[config.mk]
export PLATFORM = sky130hd
export DESIGN_NAME = sha256_round_engine
export DESIGN_NICKNAME = d
export VERILOG_FILES = /design/src/rtl/sha256_round_engine.sv
export SDC_FILE = /design/constraint.sdc
export NUM_CORES = 2
export LEC_CHECK = 0
export CELL_PAD_IN_SITES_DETAIL_PLACEMENT = 1
export CELL_PAD_IN_SITES_GLOBAL_PLACEMENT = 1
export CORE_AREA = 3 3 522 524
export CTS_CLUSTER_SIZE = 12
export DETAILED_ROUTE_END_ITERATION = 12
export DIE_AREA = 0 0 525 527
export PLACE_DENSITY_LB_ADDON = 0.1
export SETUP_SLACK_MARGIN = 0.02
export SYNTH_ARGS = -nofsm -noshare
export SYNTH_HDL_FRONTEND = slang
export SYNTH_SLANG_ARGS = --single-unit
[constraint.sdc]
create_clock -name clk -period 9.1 [get_ports clk]
set_input_delay 2.275 -clock clk [delete_from_list [all_inputs] [get_ports clk]]
set_output_delay 2.275 -clock clk [all_outputs]
set_load 0.02 [all_outputs]
[src/rtl/sha256_round_engine.sv]
// sha256_round_engine: self-sequencing SHA-256 (optionally SHA-224) compression engine.
// Takes 16 streamed 32-bit words per block, chains blocks, runs UNROLL rounds per clock.
// Optional feature macro: SHA224_EN (SHA-224 IV selection and output masking).
module sha256_round_engine #(
    parameter int UNROLL = 1
) (
    input  logic         clk,
    input  logic         rst_n,
    input  logic         start,
    input  logic         abort,
    input  logic         mode_224,
    input  logic         in_valid,
    output logic         in_ready,
    input  logic [31:0]  in_word,
    input  logic         in_last,
    output logic         busy,
    output logic         digest_valid,
    output logic [255:0] digest
);

    generate
        if (UNROLL != 1 && UNROLL != 2 && UNROLL != 4) begin : g_bad_unroll
            $error("sha256_round_engine: UNROLL must be 1, 2 or 4");
        end
    endgenerate

    typedef enum logic [2:0] {IDLE, LOAD, ROUND, UPDATE, DONE} state_t;

    localparam logic [0:7][31:0] IV256 = {
        32'h6a09e667, 32'hbb67ae85, 32'h3c6ef372, 32'ha54ff53a,
        32'h510e527f, 32'h9b05688c, 32'h1f83d9ab, 32'h5be0cd19};
`ifdef SHA224_EN
    localparam logic [0:7][31:0] IV224 = {
        32'hc1059ed8, 32'h367cd507, 32'h3070dd17, 32'hf70e5939,
        32'hffc00b31, 32'h68581511, 32'h64f98fa7, 32'hbefa4fa4};
`endif

    localparam logic [31:0] K [64] = '{
        32'h428a2f98, 32'h71374491, 32'hb5c0fbcf, 32'he9b5dba5, 32'h3956c25b, 32'h59f111f1, 32'h923f82a4, 32'hab1c5ed5,
        32'hd807aa98, 32'h12835b01, 32'h243185be, 32'h550c7dc3, 32'h72be5d74, 32'h80deb1fe, 32'h9bdc06a7, 32'hc19bf174,
        32'he49b69c1, 32'hefbe4786, 32'h0fc19dc6, 32'h240ca1cc, 32'h2de92c6f, 32'h4a7484aa, 32'h5cb0a9dc, 32'h76f988da,
        32'h983e5152, 32'ha831c66d, 32'hb00327c8, 32'hbf597fc7, 32'hc6e00bf3, 32'hd5a79147, 32'h06ca6351, 32'h14292967,
        32'h27b70a85, 32'h2e1b2138, 32'h4d2c6dfc, 32'h53380d13, 32'h650a7354, 32'h766a0abb, 32'h81c2c92e, 32'h92722c85,
        32'ha2bfe8a1, 32'ha81a664b, 32'hc24b8b70, 32'hc76c51a3, 32'hd192e819, 32'hd6990624, 32'hf40e3585, 32'h106aa070,
        32'h19a4c116, 32'h1e376c08, 32'h2748774c, 32'h34b0bcb5, 32'h391c0cb3, 32'h4ed8aa4a, 32'h5b9cca4f, 32'h682e6ff3,
        32'h748f82ee, 32'h78a5636f, 32'h84c87814, 32'h8cc70208, 32'h90befffa, 32'ha4506ceb, 32'hbef9a3f7, 32'hc67178f2};

    function automatic logic [31:0] rotr(input logic [31:0] x, input int n);
        return (x >> n) | (x << (32 - n));
    endfunction

    function automatic logic [31:0] bsig0(input logic [31:0] x);
        return rotr(x, 2) ^ rotr(x, 13) ^ rotr(x, 22);
    endfunction

    function automatic logic [31:0] bsig1(input logic [31:0] x);
        return rotr(x, 6) ^ rotr(x, 11) ^ rotr(x, 25);
    endfunction

    function automatic logic [31:0] ssig0(input logic [31:0] x);
        return rotr(x, 7) ^ rotr(x, 18) ^ (x >> 3);
    endfunction

    function automatic logic [31:0] ssig1(input logic [31:0] x);
        return rotr(x, 17) ^ rotr(x, 19) ^ (x >> 10);
    endfunction

    // Slide the schedule window by UNROLL entries; new entries chain on each other
    // when UNROLL > 2 (W[t+18] needs W[t+16]).
    function automatic logic [0:15][31:0] next_win(input logic [0:15][31:0] w);
        logic [31:0] x [16+UNROLL];
        for (int i = 0; i < 16; i++) x[i] = w[i];
        for (int j = 0; j < UNROLL; j++)
            x[16+j] = ssig1(x[14+j]) + x[9+j] + ssig0(x[1+j]) + x[j];
        for (int i = 0; i < 16; i++) next_win[i] = x[i+UNROLL];
    endfunction

    // UNROLL chained compression rounds starting at round t0; w[0] holds W[t0].
    function automatic logic [0:7][31:0] rounds(input logic [0:7][31:0] s_in,
                                                input logic [0:15][31:0] w,
                                                input logic [5:0] t0);
        logic [0:7][31:0] s;
        logic [31:0]      t1, t2;
        logic [5:0]       ki;
        s = s_in;
        for (int j = 0; j < UNROLL; j++) begin
            ki = t0 + 6'(j);
            t1 = s[7] + bsig1(s[4]) + ((s[4] & s[5]) ^ (~s[4] & s[6])) + K[ki] + w[j];
            t2 = bsig0(s[0]) + ((s[0] & s[1]) ^ (s[0] & s[2]) ^ (s[1] & s[2]));
            s  = {t1 + t2, s[0], s[1], s[2], s[3] + t1, s[4], s[5], s[6]};
        end
        return s;
    endfunction

    state_t            state;
    logic [0:7][31:0]  hs;        // chaining value H0..H7
    logic [0:7][31:0]  wv;        // working variables A..H
    logic [0:15][31:0] win;       // schedule window, win[0] = W[t]
    logic [3:0]        word_cnt;
    logic [5:0]        t;
    logic              last_blk;
    logic [0:7][31:0]  iv;

`ifdef SHA224_EN
    logic mode;
    assign iv = mode_224 ? IV224 : IV256;
`else
    logic unused_mode;
    assign unused_mode = mode_224;
    assign iv          = IV256;
`endif

    assign in_ready = (state == LOAD);
    assign busy     = (state != IDLE);

    // Main sequencer: word loading, round iteration, chaining update, digest publish.
    always_ff @(posedge clk or negedge rst_n) begin
        if (!rst_n) begin
            state        <= IDLE;
            hs           <= '0;
            wv           <= '0;
            win          <= '0;
            word_cnt     <= '0;
            t            <= '0;
            last_blk     <= 1'b0;
            digest       <= '0;
            digest_valid <= 1'b0;
`ifdef SHA224_EN
            mode         <= 1'b0;
`endif
        end else begin
            digest_valid <= 1'b0;
            if (abort) begin
                state <= IDLE;
            end else begin
                case (state)
                    IDLE: if (start) begin
                        hs       <= iv;
                        word_cnt <= '0;
                        state    <= LOAD;
`ifdef SHA224_EN
                        mode     <= mode_224;
`endif
                    end
                    LOAD: if (in_valid) begin
                        win      <= {win[1:15], in_word};
                        word_cnt <= word_cnt + 4'd1;
                        if (word_cnt == 4'd15) begin
                            last_blk <= in_last;
                            wv       <= hs;
                            t        <= '0;
                            state    <= ROUND;
                        end
                    end
                    ROUND: begin
                        wv  <= rounds(wv, win, t);
                        win <= next_win(win);
                        t   <= t + 6'(UNROLL);
                        if (t == 6'(64 - UNROLL)) state <= UPDATE;
                    end
                    UPDATE: begin
                        for (int i = 0; i < 8; i++) hs[i] <= hs[i] + wv[i];
                        word_cnt <= '0;
                        state    <= last_blk ? DONE : LOAD;
                    end
                    DONE: begin
`ifdef SHA224_EN
                        digest <= mode ? {hs[0:6], 32'h0} : hs;
`else
                        digest <= hs;
`endif
                        digest_valid <= 1'b1;
                        state        <= IDLE;
                    end
                    default: state <= IDLE;
                endcase
            end
        end
    end

endmodule
==> out/qor.txt <==
Post-CTS Repair Setup Buffers: 0
hold_buf cts: 0
sequential share of the synthesized area: 0.4178
status: completed
die footprint: 276700 sq um
Critical Path Fanout Max: 7
CTS tree: done
CTS H-tree depth: 4
DRT iter0 DRCs: 4296
routed vias/inst: 5.046
design area: 91810 sq um
core box area: 267900 sq um
first-pass GRT wire length: 468900 microns
worst skew pair latency: 0.89 ns
Sink Count: 1295
DRT Wirelength: 316700 microns
crit path kind: flip-flop to flip-flop
chip height: 527 microns
total negative slack: 0 ns
die width: 525 microns
Post-CTS Resized: 0
RSZ-0062 raised after global routing: no
Pre-antenna DRT Iters: 8
Setup WS post-layout: 0.7915 ns
Synth top cells by count: 1990 x nand2_1, 1295 x dfrtp_1, 579 x nor2_1
FF+latch count, synth: 1295
final setup fails: 0
DRC violations left: 0
total of warnings raised by yosys: 0
pre-CTS setup slack: 0.9301 ns
Final nets: 9592
Max-cap violations: 0
Startpoint Class: flip-flop
Post-Syn Area: 77570 sq um
Slew HR: 0.2497
top cell type's share of synthesized area: 0.4178
delay-heaviest family, CP: compound AO/OA/AOI/OAI gates
gpl congestion: 0.8899
syn nets: 9255
post-synth top area cell: dfrtp_1
Slew Limit Fails: 0
CP dominant cell by count: inv_1
GRT Util Overall: 0.2254
data arrival time of the critical path: 9.01 ns
dpl cell area: 86150 sq um
largest cells by area after synthesis: dfrtp_1 42%, nand2_1 9.6%, ha_1 6.4%, fa_1 5.1%, mux2_2 4.2%
Syn Area/Cell: 8.995 sq um
routed len/inst: 25.06 microns
commonest register cell after synthesis: dfrtp_1
Min-Delay Path Class: flip-flop to flip-flop
final period utilization: 0.9130
measured slew at the worst slew-check pin: 1.111 ns
Fin. Hold Viols: 0
initial antenna violation count: 18
I/O Pins: 298
cell row count: 190
Max Fclk: 120.4 MHz
DP HPWL: 236800 microns
IO Port Bufs: 296
hold_ws: 0.3996 ns
EDFF count, synth: 0
Period minus WS final: 8.308 ns
Initial Util: 0.2895
slowest stage cell on the critical path: dfrtp_1
endpoint class of the critical path: flip-flop
Vias: 63790
Post-DRT Antenna Nets: 0
Congestion Overflow GR: 0
Root Buffer: clkbuf_16
fraction of layout cells with a size suffix above 1: 0.1091
TritonCTS Buffers: 170
Clock Skews: 0.09600 ns
Mapped Cells: 8623
Area Overhead vs Synth: 18.37%
CP Data Required Time: 9.80 ns
clock buffer depth: 4
post-synthesis async set-or-reset flop share: 1.000
Clk pin slew, worst setup/hold paths: 0.06 ns
Distinct cells, synth: 94
top-count cell post-synth: nand2_1
vias in the first global route: 67270
crit path buf inv count: 6
Critical Path Max Stage Delay: 0.89 ns
largest net degree at the start of global routing: 182
## sequential cells by signal, summed over array words and instances (netlist names)
name / cells
digest: 256
digest_valid: 1
hs: 256
state: 3
wv: 256
word_cnt: 4
win: 512
last_blk: 1
t: 6
## cell type report
| cell class | instances | area (sq um) |
|---|---|---|
| sequential | 1295 | 32410 |
| tap | 3552 | 4444 |
| timing repair buffer | 650 | 5863 |
| antenna | 9 | 22.52 |
| inverter | 459 | 1730 |
| clock inverter | 52 | 635.6 |
| fill | 30500 | 176100 |
| clock buffer | 240 | 5000 |
| multi-input combinational | 6384 | 41710 |
## per-stage QoR
stage,utilization,std cells
after floorplan,-,8623
after global placement,0.3216,12340
after detailed placement,0.3216,12340
after CTS,0.3426,12630
after global routing,0.3426,12640
final,0.3427,12640
## final timing paths
check                      startpoint          to  slack [ns]  cells after the start
max in group asynchronous       rst_n     hs[212]        5.79                      3
max                           wv[110]     wv[253]        0.79                     32
min in group asynchronous       rst_n  digest[43]        1.36                      1
min                          win[414]    win[446]        0.40                      2
min reg2reg                  win[414]    win[446]        0.40                      2
max reg2reg                   wv[110]     wv[253]        0.79                     32
## kinds of logic (layout without fill, tap and decap cells)
kind of cell               Yosys count  in the layout  synth area share
xor gates and xnor gates           564            564           0.06368
other                                0              9                 0
DFF                               1295           1295            0.4178
muxes                              309            309           0.04552
buffers and inverters              944           1401           0.04570
AOI/OAI and AO/OA                 1929           1929            0.1552
and+or+nand+nor                   2987           2987            0.1571
adders and majority gates          595            595            0.1150
## cells in the final DEF, fill, tap and decap left out, types with 18 or more instances in the layout
cell type,synthesis,layout
nand2_1,1990,1987
dfrtp_1,1295,1291
nor2_1,579,576
o21ai_0,517,517
a21oi_1,501,499
inv_1,457,457
ha_1,396,396
buf_4,0,336
xnor2_1,304,304
clkdlybuf4s50_1,0,295
mux2_2,290,290
xor2_1,260,260
a31oi_1,225,225
fa_1,197,197
a21o_1,190,190
clkbuf_16,0,172
nor3_1,67,67
nand3_1,63,62
nand2b_1,59,59
o21a_1,58,58
a211oi_1,54,54
nor2b_1,50,50
o21bai_1,46,46
clkbuf_8,0,44
a22oi_1,40,40
o211ai_1,34,34
and3_1,34,34
or3_1,29,29
clkinv_2,0,27
clkbuf_1,452,24
o31ai_1,23,23
o22a_1,23,23
nand4_1,22,22
and2_1,21,21
a211o_1,19,19
buf_12,0,18
## per-layer routing
layer,global-route usage,share of wire
met1,0.3083,0.47
met2,0.3694,0.46
met3,0.02967,0.036
met4,0.06986,0.033
met5,0,0.000041
## tightest hold or removal path, delay by kind of cell (launching register included)
| family | cells | cell delay, ns |
|---|---|---|
| DFF | 1 | 0.34 |
| and+or+nand+nor | 2 | 0.10 |
Power is left out: the tool's default activity adds up to more than one toggle a clock period on the data nets, which glitch-free logic cannot reach.
